--- src/rtl/irq_ctrl_n_pkg.sv ---
// Shared types and constants for the N-channel interrupt controller.
package irq_pkg;

  typedef enum logic [1:0] {
    IDLE = 2'd0,
    REQ  = 2'd1,
    VEC  = 2'd2
  } irq_state_e;

  localparam logic [1:0] CFG_ENABLE   = 2'd0;
  localparam logic [1:0] CFG_MODE     = 2'd1;
  localparam logic [1:0] CFG_PEND_CLR = 2'd2;

endpackage

--- src/rtl/irq_ctrl_n_prio_enc.sv ---
// Lowest-set-index priority encoder: bit 0 has the highest priority.
module prio_enc #(
  parameter int unsigned W = 8
) (
  input  logic [W-1:0]         vec,
  output logic                 valid,
  output logic [$clog2(W)-1:0] idx
);

  // Scan upward and keep only the first set bit found.
  always_comb begin
    valid = 1'b0;
    idx   = '0;
    for (int unsigned i = 0; i < W; i++) begin
      if (vec[i] && !valid) begin
        valid = 1'b1;
        idx   = ($clog2(W))'(i);
      end
    end
  end

endmodule

--- src/rtl/irq_ctrl_n.sv ---
// N-channel interrupt controller: per-channel enable and edge/level mode,
// fixed priority, nested preemption via in-service mask, req/ack/vector
// handshake towards the core and end-of-interrupt from RETI.
module irq_ctrl_n
  import irq_pkg::*;
#(
  parameter int unsigned         NUM_IRQ       = 8,
  parameter int unsigned         DATA_W        = 16,
  parameter logic [DATA_W-1:0]   VECTOR_BASE   = DATA_W'('h0064),
  parameter int unsigned         VECTOR_STRIDE = 2,
  parameter int unsigned         ID_W          = $clog2(NUM_IRQ)
) (
  input  logic               I_clk,
  input  logic               I_reset,
  input  logic [NUM_IRQ-1:0] I_irq,
  input  logic               I_global_en,
  input  logic               I_cfg_we,
  input  logic [1:0]         I_cfg_sel,
  input  logic [NUM_IRQ-1:0] I_cfg_data,
  input  logic               I_ack,
  input  logic               I_eoi,
  output logic               O_req,
  output logic [ID_W-1:0]    O_irq_id,
  output logic [DATA_W-1:0]  O_vector,
  output logic               O_vector_valid,
  output logic [NUM_IRQ-1:0] O_pending,
  output logic [NUM_IRQ-1:0] O_in_service
);

  irq_state_e         state, state_nxt;
  logic [ID_W-1:0]    irq_id, irq_id_nxt;

  logic [NUM_IRQ-1:0] pending, pending_nxt;
  logic [NUM_IRQ-1:0] enable, enable_nxt;
  logic [NUM_IRQ-1:0] mode, mode_nxt;
  logic [NUM_IRQ-1:0] in_service, in_service_nxt;
  logic [NUM_IRQ-1:0] prev_irq;

  logic [NUM_IRQ-1:0] eligible;
  logic [NUM_IRQ-1:0] rise;
  logic [NUM_IRQ-1:0] edge_clr;
  logic [NUM_IRQ-1:0] id_onehot;
  logic [NUM_IRQ-1:0] is_after_eoi;

  logic               win_valid;
  logic [ID_W-1:0]    win_idx;
  logic               is_valid;
  logic [ID_W-1:0]    is_idx;
  logic               allowed;

  assign eligible  = pending & enable & ~in_service;
  assign rise      = I_irq & ~prev_irq;
  assign id_onehot = NUM_IRQ'(1) << irq_id;

  prio_enc #(.W(NUM_IRQ)) u_win_enc (
    .vec   (eligible),
    .valid (win_valid),
    .idx   (win_idx)
  );

  prio_enc #(.W(NUM_IRQ)) u_is_enc (
    .vec   (in_service),
    .valid (is_valid),
    .idx   (is_idx)
  );

  // A winner may only preempt a strictly lower-priority in-service channel.
  assign allowed = win_valid && (!is_valid || (win_idx < is_idx));

  // Handshake state and latched channel id.
  always_ff @(posedge I_clk) begin
    if (I_reset) begin
      state  <= IDLE;
      irq_id <= '0;
    end else begin
      state  <= state_nxt;
      irq_id <= irq_id_nxt;
    end
  end

  // Next-state logic; the id is only re-latched when leaving IDLE.
  always_comb begin
    state_nxt  = state;
    irq_id_nxt = irq_id;
    unique case (state)
      IDLE: begin
        if (I_global_en && allowed) begin
          state_nxt  = REQ;
          irq_id_nxt = win_idx;
        end
      end
      REQ: begin
        if (I_ack) begin
          state_nxt = VEC;
        end else if (!I_global_en) begin
          state_nxt = IDLE;
        end
      end
      VEC:     state_nxt = IDLE;
      default: state_nxt = IDLE;
    endcase
  end

  // Pending/config/in-service next values. Edge-mode clears come from W1C and
  // the vector cycle; a simultaneous rising edge wins. EOI is applied to the
  // old in-service mask before the vector cycle sets its bit.
  always_comb begin
    edge_clr = '0;
    if (I_cfg_we && (I_cfg_sel == CFG_PEND_CLR)) begin
      edge_clr = I_cfg_data;
    end
    if (state == VEC) begin
      edge_clr = edge_clr | id_onehot;
    end

    pending_nxt = (mode & ((pending & ~edge_clr) | rise)) | (~mode & I_irq);

    enable_nxt = enable;
    mode_nxt   = mode;
    if (I_cfg_we && (I_cfg_sel == CFG_ENABLE)) begin
      enable_nxt = I_cfg_data;
    end
    if (I_cfg_we && (I_cfg_sel == CFG_MODE)) begin
      mode_nxt = I_cfg_data;
    end

    is_after_eoi = in_service;
    if (I_eoi) begin
      is_after_eoi = in_service & (in_service - NUM_IRQ'(1));
    end
    in_service_nxt = is_after_eoi;
    if (state == VEC) begin
      in_service_nxt = is_after_eoi | id_onehot;
    end
  end

  // Channel registers.
  always_ff @(posedge I_clk) begin
    if (I_reset) begin
      pending    <= '0;
      enable     <= '0;
      mode       <= '0;
      in_service <= '0;
      prev_irq   <= '0;
    end else begin
      pending    <= pending_nxt;
      enable     <= enable_nxt;
      mode       <= mode_nxt;
      in_service <= in_service_nxt;
      prev_irq   <= I_irq;
    end
  end

  assign O_req          = (state == REQ);
  assign O_vector_valid = (state == VEC);
  assign O_irq_id       = irq_id;
  assign O_vector       = VECTOR_BASE + (DATA_W'(irq_id) * DATA_W'(VECTOR_STRIDE));
  assign O_pending      = pending;
  assign O_in_service   = in_service;

endmodule

--- config.mk ---
export PLATFORM = sky130hd
export DESIGN_NAME = irq_ctrl_n
export DESIGN_NICKNAME = d
export VERILOG_FILES = /design/src/rtl/irq_ctrl_n_pkg.sv /design/src/rtl/irq_ctrl_n_prio_enc.sv /design/src/rtl/irq_ctrl_n.sv
export SDC_FILE = /design/constraint.sdc
export NUM_CORES = 1
export LEC_CHECK = 0
export BUFFER_PORTS_ARGS = -buffer_cell sky130_fd_sc_hd__buf_2
export CORE_AREA = 4 4 70 72
export DETAILED_ROUTE_END_ITERATION = 8
export DIE_AREA = 0 0 74 76
export PLACE_DENSITY = 0.84
export SLEW_MARGIN = 10
export SYNTH_ARGS = -nofsm -noshare
export SYNTH_HDL_FRONTEND = slang
export SYNTH_HIERARCHICAL = 1
export SYNTH_SLANG_ARGS = --single-unit
--- constraint.sdc ---
create_clock -name I_clk -period 2.5 [get_ports I_clk]
set_input_delay 0.125 -clock I_clk [delete_from_list [all_inputs] [get_ports I_clk]]
set_output_delay 0.125 -clock I_clk [all_outputs]
set_load 0.05 [all_outputs]
==> results of run 1 <==
-- sequential cells by signal, summed over array words and instances, names as in the netlist --
| name | count |
|---|---|
| O_in_service | 8 |
| O_irq_id | 3 |
| O_pending | 8 |
| enable | 8 |
| mode | 8 |
| prev_irq | 8 |
| state | 2 |
-- final cells by class --
type	count	area (sq um)
Inverter	8	30.0
Timing Repair Buffer	58	315
Fill cell	370	1670
Sequential cell	45	907
Clock buffer	7	86.3
Multi-Input combinational cell	183	1190
Tap cell	52	65.1
Clock inverter	1	30.0
-- worst paths after layout --
| check | startpoint | end | slack, ns |
|---|---|---|---|
| worst min register to register | prev_irq[0]$_SDFF_PP0_ | O_pending[0]$_SDFF_PP0_ | 0.48 |
| worst max-delay path | O_in_service[6]$_SDFF_PP0_ | O_irq_id[1]$_SDFFE_PP0P_ | 0.14 |
| worst max register to register | O_in_service[6]$_SDFF_PP0_ | O_irq_id[1]$_SDFFE_PP0P_ | 0.14 |
| worst min-delay path | I_irq[5] | prev_irq[5]$_SDFF_PP0_ | 0.08 |
-- worst max-delay path, delay by kind of cell, from the launching register on --
| kind | cells | cell delay [ns] |
|---|---|---|
| simple gates | 4 | 0.97 |
| compound gates | 3 | 0.47 |
| flops | 1 | 0.39 |
| fa+ha+maj | 1 | 0.27 |
| buf+inv | 1 | 0.16 |
-- power by group through the flow --
stage / Clock, mW / Combinational, mW / Sequential [mW]
floorplan: 0 / 0.128 / 0.796
global placement: 0 / 0.188 / 0.771
detailed placement: 0 / 0.191 / 0.772
CTS: 0.572 / 0.192 / 0.755
global route: 0.606 / 0.211 / 0.757
finish: 0.567 / 0.197 / 0.754
-- synth_stat cells (3+ instances only) --
master / n / share of area [%]
nand4b_1: 3 / 1.2
nor3b_1: 10 / 3.4
nor2_1: 24 / 4.1
inv_1: 8 / 1.4
nand3_1: 6 / 1.4
nand2b_1: 3 / 0.86
buf_4: 13 / 4.4
nor2b_1: 11 / 3.1
a211oi_1: 8 / 2.7
o311ai_0: 3 / 1.2
o21ai_0: 5 / 1.1
nand2_1: 26 / 4.4
dfxtp_1: 45 / 41
and3b_1: 10 / 4.0
a22o_1: 8 / 3.2
ha_1: 3 / 1.7
mux2i_1: 16 / 7.3
a21oi_1: 16 / 3.7
clkbuf_1: 7 / 1.2
-- logic make-up (layout without fill, tap and decap cells) --
logic type | count (synthesis) | count (layout) | synth area share [%]
adder cells (fa/ha/maj) | 3 | 3 | 1.71
other | 2 | 12 | 0.342
AND/OR/NAND/NOR | 104 | 104 | 27.2
flip-flops | 45 | 45 | 41.1
multiplexers | 16 | 16 | 7.30
AO/OA/AOI/OAI | 48 | 48 | 14.8
buffers and inverters | 31 | 74 | 7.64
-- layer usage --
metal / track usage (%) / routed length (um)
met2: 31.3 / 2580
met1: 23.0 / 2210
met3: 3.17 / 283
met5: 0 / 0
met4: 9.24 / 169
==> metrics.cfg, run 1 <==
[outcome]
status=finished, final reports clean

[critical_path]
cp_cell_sequence=and3b_1, nor4_2, and3b_2, ha_4, a21o_1, a31oi_4, buf_4, nand4b_1, o311ai_0
max_stage_delay_ns=0.39
cp_max_fo=7
slowest_stage=dfxtp_4
end_kind=flip-flop
crit_type=reg -> reg
cp-start-kind=flip-flop
crit_arrival_ns=2.56
ff2ff_path_depth=9
cp.required_ns=2.69

[drt]
remaining_drc_errors=0
routed_via_density=5.42
detailedRoute.firstIterationViolations=113
final_antenna_net_count=0
postRouteWirelength_um=5240
drt_pre_antenna_iters=4
dr_total_vias=1920
wl_per_cell_um=14.8

[hold_path]
hold_class=in -> reg
hold_depth=2

[floorplanning]
core_sq_um=4290
start_util_pct=51.1
chipWidth_um=74
pin_count=61
die_h_um=76
die_area_sq_um=5620
rows=24

[timing]
hold_violations=0
fin_crit_ns=2.36
worst_pin_slew_ns=0.772
max_freq_mhz=423
min_period_over_period_pct=94.5
slew_headroom_pct=48.6
clock_skew_ns=0.00678
whs_ns=0.0789
finalSetupViolations=0
drv_slew=0
final.setup.tns_ns=0
worst_slack_ns=0.139
rsz0062_at_grt=false

[placed_design]
dp_worst_setup_slack_ns=0.0816
place.detailed.hpwl_um=3900
dpl-instance-area_sq_um=2480
port_buffers=48
place_congestion=0.856
placed_cells=346

[finish]
syn_to_final_growth_pct=19.7
final_cell_area_sq_um=2630
final_cell_mix=48 x buf_2, 42 x dfxtp_1, 26 x nand2_1
fin_util_pct=61.1
layout.cells.non_filler=354
insertedDiodeCount=0
layout_commonest_cell=buf_2
layout.nets=328
drive_above_1_share_pct=25.5

[yosys]
syn_area_per_cell_sq_um=8.81
async_flop_share_pct=0
synthCells=249
ys.flop_type=dfxtp_1
yosysSeqAreaShare_pct=41.1
synth_edf_count=0
syn_area_sq_um=2190
synth_cell_types=36
ys_seq_elements=45
synth_warnings=6

[grt]
track_usage_pct=18.9
grt_pass1_wl_um=8440
overflow=0
antenna_found_initial=0
first_global_vias=1857
grt_max_degree=47

[clock_tree]
cts_resized=0
cts_root_buf=clkbuf_8
tritoncts=yes
path_clk_slew_ns=0.08
postCtsSetupRepairBufs=0
cts_sinks=45
cts_made_buffers=5
htree_num_levels=2
worstSkewPairLatency_ns=0.30
cts_max_path_buffers=2
hold_buffers=0

[power]
p_comb_share_pct=13.0
power.total_mw=1.52
p_clk_share_pct=37.4
p_int_mw=1.13
p_per_area_nw_per_um2=578
vdd_ir_drop_max_uv=349
p_sw_share_pct=25.7
switchingPower_uw=390
leakage_nw=1.16
seqPwrFrac_pct=49.6

[job]
maxCapViolCount=0

No activity file was read; power rests on OpenSTA's default activity.
==> inputs of run 2 (changes only) <==
--- a/config.mk
+++ b/config.mk
@@ -5,11 +5,13 @@
 export SDC_FILE = /design/constraint.sdc
 export NUM_CORES = 1
 export LEC_CHECK = 0
-export BUFFER_PORTS_ARGS = -buffer_cell sky130_fd_sc_hd__buf_2
-export CORE_AREA = 4 4 70 72
+export CORE_AREA = 4 4 69 71
 export DETAILED_ROUTE_END_ITERATION = 8
-export DIE_AREA = 0 0 74 76
-export PLACE_DENSITY = 0.84
+export DIE_AREA = 0 0 73 75
+export DONT_BUFFER_PORTS = 1
+export GPL_TIMING_DRIVEN = 0
+export PLACE_DENSITY = 0.74
+export REMOVE_ABC_BUFFERS = 1
 export SLEW_MARGIN = 10
 export SYNTH_ARGS = -nofsm -noshare
 export SYNTH_HDL_FRONTEND = slang
==> run 2 against run 1 <==
Net effect:
- critical path depth fell by 1
- first-iteration DRC count fell by 0.88%
- design area fell by 2.3%
- routed wire length fell by 0.80%
- sequential share of layout area rose by 1.4 points
- fmax fell by 0.48%
- critical endpoint is now O_irq_id[2]$_SDFFE_PP0P_
==> metrics.cfg, run 2 (synthesized netlist as in run 1, its figures left out) <==
[drt]
postRouteWirelength_um=5200  ; was 5240 um
detailedRoute.firstIterationViolations=112  ; was 113
final_antenna_net_count=0  ; unchanged
routed_via_density=5.61  ; was 5.42
wl_per_cell_um=16.3  ; was 14.8 um
remaining_drc_errors=0  ; unchanged
drt_pre_antenna_iters=4  ; unchanged
dr_total_vias=1796  ; was 1,920

[critical_path]
cp_common_cell=and3b_2
end_kind=flip-flop  ; unchanged
crit_arrival_ns=2.57  ; was 2.56 ns
cpLargestDelayFamily=simple AND/OR/NAND/NOR gates  ; unchanged
cp_cell_sequence=and3b_2, nor4_4, and3b_2, ha_4, a21o_1, a31oi_4, nand4b_1, o311ai_0  ; was and3b_1, nor4_2, and3b_2, ha_4, a21o_1, a31oi_4, buf_4, nand4b_1, o311ai_0
slowest_stage=dfxtp_4  ; unchanged
cp_max_fo=8  ; was 7
cp-start-kind=flip-flop  ; unchanged
crit_type=reg -> reg  ; unchanged
cp.required_ns=2.69  ; about the same
critPathBufInv=0  ; was 1
max_stage_delay_ns=0.49  ; was 0.39 ns

[grt]
track_usage_pct=19.8  ; was 18.9%
overflow=0  ; unchanged
grt_max_degree=35  ; was 47
antenna_found_initial=0  ; unchanged
first_global_vias=1734  ; was 1,857
grt_pass1_wl_um=8250  ; was 8440 um

[timing]
drv_slew=0  ; unchanged
clock_skew_ns=0.00510  ; was 0.00678 ns
slew_headroom_pct=26.2  ; was 48.6%
fin_crit_ns=2.37  ; was 2.36 ns
hold_violations=0  ; unchanged
max_freq_mhz=421  ; was 423 MHz
min_period_over_period_pct=94.9  ; was 94.5%
worst_slack_ns=0.127  ; was 0.139 ns
finalSetupViolations=0  ; unchanged
worst_pin_slew_ns=1.11  ; was 0.772 ns

[floorplanning]
rows=24  ; unchanged
die_h_um=75  ; was 76 um
die_area_sq_um=5480  ; was 5620 sq um
start_util_pct=51.8  ; was 51.1%
pin_count=61  ; unchanged
core_sq_um=4230  ; was 4290 sq um
chipWidth_um=73  ; was 74 um

[finish]
fillers=362  ; was 370
final_cell_area_sq_um=2560  ; was 2630 sq um
layout.nets=294  ; was 328
drive_above_1_share_pct=11.9  ; was 25.5%
syn_to_final_growth_pct=16.9  ; was 19.7%
insertedDiodeCount=0  ; unchanged
fin_util_pct=60.6  ; was 61.1%
layout_commonest_cell=dfxtp_1  ; was buf_2
final_cell_mix=33 x dfxtp_1, 26 x nand2_1, 24 x nor2_1  ; was 48 x buf_2, 42 x dfxtp_1, 26 x nand2_1

[clock_tree]
htree_num_levels=2  ; unchanged
worstSkewPairLatency_ns=0.30  ; about the same
cts_max_path_buffers=2  ; unchanged
tritoncts=yes  ; unchanged
cts_root_buf=clkbuf_8  ; unchanged
cts_made_buffers=5  ; unchanged
path_clk_slew_ns=0.08  ; about the same
cts_sinks=45  ; unchanged

[placed_design]
place.detailed.hpwl_um=3460  ; was 3900 um
dpl-instance-area_sq_um=2170  ; was 2480 sq um
dp_worst_setup_slack_ns=-0.486  ; was 0.0816 ns
port_buffers=0  ; was 48
place_congestion=0.837  ; was 0.856

[hold_path]
hold_class=in -> reg  ; unchanged

[outcome]
status=finished, final reports clean  ; unchanged

[power]
leakage_nw=0.991  ; was 1.16 nW
p_per_area_nw_per_um2=533  ; was 578 nW/um^2
vdd_ir_drop_max_uv=315  ; was 349 uV

[job]
maxCapViolCount=0  ; unchanged

[run 2: changes by cell type in the layout (fill, tap and decap cells not counted), moves of 2 or more]
cell,change
dlygate4sd3_1,+21
dfxtp_4,+2
clkbuf_1,+2
dfxtp_2,+7
buf_4,-8
buf_2,-48
dfxtp_1,-9
[run 2: final cells by class]
type / instances / area (sq um) / share of cell area (%)
inverter: 8 / 30.0 / 1.17
tap: 52 / 65.1 / 2.54
clock buffer: 8 / 80.1 / 3.12
sequential: 45 / 923 / 36.0
timing repair buffer: 24 / 245 / 9.56
multi-input combinational: 183 / 1220 / 47.6
[run 2: per-layer routing]
layer	wire length, um	track usage (%)
met5	0	0
met4	96	8.61
met3	398	6.54
met2	2560	32.6
met1	2140	23.5
[run 2: worst reg2reg max path, cell delays in order, from the launching register on]
cell      delay (ns)
dfxtp_4         0.49
and3b_2         0.28
nor4_4          0.31
and3b_2         0.28
ha_4            0.25
a21o_1          0.20
a31oi_4         0.23
nand4b_1        0.12
o311ai_0        0.11
[run 2: per-stage QoR]
| stage | cells | hold WS [ns] | power [mW] | setup TNS, ns |
|---|---|---|---|---|
| floorplan | 236 | 0.194 | 0.897 | -0.455 |
| global placement | 288 | 0.202 | 0.911 | -1.90 |
| detailed placement | 289 | 0.202 | 0.914 | -1.90 |
| CTS | 318 | 0.00499 | 1.37 | 0 |
| global route | 320 | 0.0236 | 1.42 | -0.00484 |
| finish | 320 | 0.0234 | 1.37 | 0 |
[run 2: final timing paths]
| kind | from | endpoint | slack (ns) | cells past startpoint |
|---|---|---|---|---|
| max | O_in_service[4]$_SDFF_PP0_ | O_irq_id[2]$_SDFFE_PP0P_ | 0.13 | 8 |
| min | I_reset | state[1]$_SDFFE_PP0P_ | 0.02 | 1 |
| max reg2reg | O_in_service[4]$_SDFF_PP0_ | O_irq_id[2]$_SDFFE_PP0P_ | 0.13 | 8 |
| min reg2reg | prev_irq[2]$_SDFF_PP0_ | O_pending[2]$_SDFF_PP0_ | 0.48 | 2 |
[run 2: repair_timing]
action,in CTS,in global routing
hold buffers,21,1
gates resized for setup,16,9
setup buffers,0,1
endpoints found under the hold margin,35,2
pin swaps,0,1
setup endpoints to repair,4,4
[run 2: power by group]
group,total (mW),internal [mW],switching (mW)
Clock,0.423,0.198,0.224
Sequential,0.783,0.738,0.0442
Combinational,0.161,0.0657,0.0952
Total,1.37,1.00,0.364
==> inputs of run 3 (changes only) <==
--- a/config.mk
+++ b/config.mk
@@ -5,12 +5,12 @@
 export SDC_FILE = /design/constraint.sdc
 export NUM_CORES = 1
 export LEC_CHECK = 0
-export CORE_AREA = 4 4 69 71
+export BUFFER_PORTS_ARGS = -buffer_cell sky130_fd_sc_hd__buf_2
+export CORE_AREA = 4 4 70 72
 export DETAILED_ROUTE_END_ITERATION = 8
-export DIE_AREA = 0 0 73 75
-export DONT_BUFFER_PORTS = 1
+export DIE_AREA = 0 0 74 76
 export GPL_TIMING_DRIVEN = 0
-export PLACE_DENSITY = 0.74
+export PLACE_DENSITY = 0.84
 export REMOVE_ABC_BUFFERS = 1
 export SLEW_MARGIN = 10
 export SYNTH_ARGS = -nofsm -noshare
==> run 3 against run 2 <==
Net effect:
- total power about the same
- combinational power up 18%
- sequential share of layout area about the same
- largest power group unchanged
- largest cell class unchanged
- setup slack worse by 0.017 ns
- global-route usage fell by 2.1 points
==> metrics.cfg, run 3 (synthesized netlist as in run 1, its figures left out) <==
[timing]
worst_pin_slew_ns=0.913  ; was 1.11 ns
min_period_over_period_pct=95.6  ; was 94.9%
finalSetupViolations=0  ; unchanged
whs_ns=0.0843  ; was 0.0234 ns
slew_headroom_pct=39.2  ; was 26.2%
max_freq_mhz=419  ; was 421 MHz
worst_slack_ns=0.111  ; was 0.127 ns
fin_crit_ns=2.39  ; was 2.37 ns
hold_violations=0  ; unchanged
drv_slew=0  ; unchanged
clock_skew_ns=0.00660  ; was 0.00510 ns
rsz0062_at_grt=false

[finish]
layout_commonest_cell=buf_2  ; was dfxtp_1
layout.cells.non_filler=345  ; was 320
insertedDiodeCount=0  ; unchanged
final_cell_mix=48 x buf_2, 42 x dfxtp_1, 26 x nand2_1  ; was 33 x dfxtp_1, 26 x nand2_1, 24 x nor2_1
syn_to_final_growth_pct=15.3  ; was 16.9%
layout.nets=319  ; was 294
fillers=384  ; was 362
drive_above_1_share_pct=22.5  ; was 11.9%

[power]
switchingPower_uw=371  ; was 364 uW
p_per_area_nw_per_um2=540  ; was 533 nW/um^2
p_sw_share_pct=27.2  ; was 26.6%
seqPwrFrac_pct=55.2  ; was 57.3%
p_clk_share_pct=30.9  ; was 31.0%
p_comb_share_pct=13.9  ; was 11.8%
vdd_ir_drop_max_uv=312  ; was 315 uV
leakage_nw=1.11  ; was 0.991 nW
p_int_uw=994  ; was 1.00 mW

[critical_path]
end_kind=flip-flop  ; unchanged
cpLargestDelayFamily=simple AND/OR/NAND/NOR gates  ; unchanged
cp_common_cell=and3b_1  ; was and3b_2
max_stage_delay_ns=0.39  ; was 0.49 ns
cp.required_ns=2.72  ; was 2.69 ns
crit_arrival_ns=2.61  ; was 2.57 ns
crit_type=reg -> reg  ; unchanged
cp_max_fo=8  ; unchanged
cp_cell_sequence=and3b_1, nor4_4, and3b_1, ha_1, a21o_1, a31oi_4, o21ai_0, a21oi_1  ; was and3b_2, nor4_4, and3b_2, ha_4, a21o_1, a31oi_4, nand4b_1, o311ai_0
cp-start-kind=flip-flop  ; unchanged
critPathBufInv=0  ; unchanged
slowest_stage=dfxtp_4  ; unchanged

[placed_design]
dp_worst_setup_slack_ns=-0.167  ; was -0.486 ns
place.detailed.hpwl_um=3620  ; was 3460 um
place_congestion=0.869  ; was 0.837
port_buffers=48  ; was 0
placed_cells=337  ; was 289

[floorplanning]
pin_count=61  ; unchanged
start_util_pct=51.1  ; was 51.8%
die_area_sq_um=5620  ; was 5480 sq um
rows=24  ; unchanged
chipWidth_um=74  ; was 73 um
core_sq_um=4290  ; was 4230 sq um
die_h_um=76  ; was 75 um

[drt]
detailedRoute.firstIterationViolations=109  ; was 112
final_antenna_net_count=0  ; unchanged
drt_pre_antenna_iters=4  ; unchanged
dr_total_vias=1877  ; was 1,796
wl_per_cell_um=14.2  ; was 16.3 um
postRouteWirelength_um=4900  ; was 5200 um
routed_via_density=5.44  ; was 5.61
remaining_drc_errors=0  ; unchanged

[clock_tree]
htree_num_levels=2  ; unchanged
path_clk_slew_ns=0.08  ; about the same
postCtsSetupRepairBufs=0  ; unchanged
worstSkewPairLatency_ns=0.29  ; was 0.30 ns
tritoncts=yes  ; unchanged
cts_root_buf=clkbuf_8  ; unchanged
cts_sinks=45  ; unchanged
hold_buffers=0  ; was 21
cts_max_path_buffers=2  ; unchanged
cts_made_buffers=5  ; unchanged

[grt]
track_usage_pct=17.7  ; was 19.8%
antenna_found_initial=0  ; unchanged
grt_pass1_wl_um=7940  ; was 8250 um
grt_max_degree=55  ; was 35
overflow=0  ; unchanged
first_global_vias=1673  ; was 1,734

[hold_path]
hold_class=in -> reg  ; unchanged

[job]
maxCapViolCount=0  ; unchanged

[outcome]
status=finished, final reports clean  ; unchanged

-- run 3: per-stage QoR --
stage	power, mW	TNS [ns]	utilization, %	cell area, sq um
final	1.37	0	58.9	2530
after global routing	1.42	0	58.9	2530
after CTS	1.37	0	58.4	2510
after detailed placement	0.957	-0.529	56.1	2410
after global placement	0.951	-0.291	55.9	2400
after floorplan	0.897	-0.455	-	2090
-- run 3: power groups by stage --
stage	Combinational, mW	Clock, mW	Sequential (mW)
2_1_floorplan	0.100	0	0.797
3_3_place_gp	0.180	0	0.771
3_5_place_dp	0.185	0	0.772
4_1_cts	0.188	0.431	0.755
5_1_grt	0.203	0.460	0.756
6_report	0.190	0.422	0.754
-- run 3: final timing paths --
kind / start / to / slack, ns / cells past startpoint
max: O_in_service[4]$_SDFF_PP0_ / state[0]$_SDFFE_PP0P_ / 0.11 / 8
min: I_irq[0] / prev_irq[0]$_SDFF_PP0_ / 0.08 / 2
max reg2reg: O_in_service[4]$_SDFF_PP0_ / state[0]$_SDFFE_PP0P_ / 0.11 / 8
min reg2reg: prev_irq[6]$_SDFF_PP0_ / O_pending[6]$_SDFF_PP0_ / 0.49 / 2
-- run 3: per-layer routing --
metal,up-vias,part of all wire [%],track usage (%)
li1,943,-,-
met1,875,45,24.2
met2,50,48,27.0
met3,9,5.5,3.83
met4,0,1.7,6.52
met5,-,0,0
-- run 3: what timing repair did --
item,in CTS,in global routing
gates cloned,0,0
resized for setup,4,5
setup endpoints to repair,4,4
-- run 3: cell type report --
class / count / area [sq um] / area share [%]
Sequential cell: 45 / 910 / 36.0
Inverter: 8 / 30.0 / 1.19
Tap cell: 52 / 65.1 / 2.57
Timing Repair Buffer: 49 / 248 / 9.79
Multi-Input combinational cell: 183 / 1200 / 47.3
Clock buffer: 8 / 80.1 / 3.17
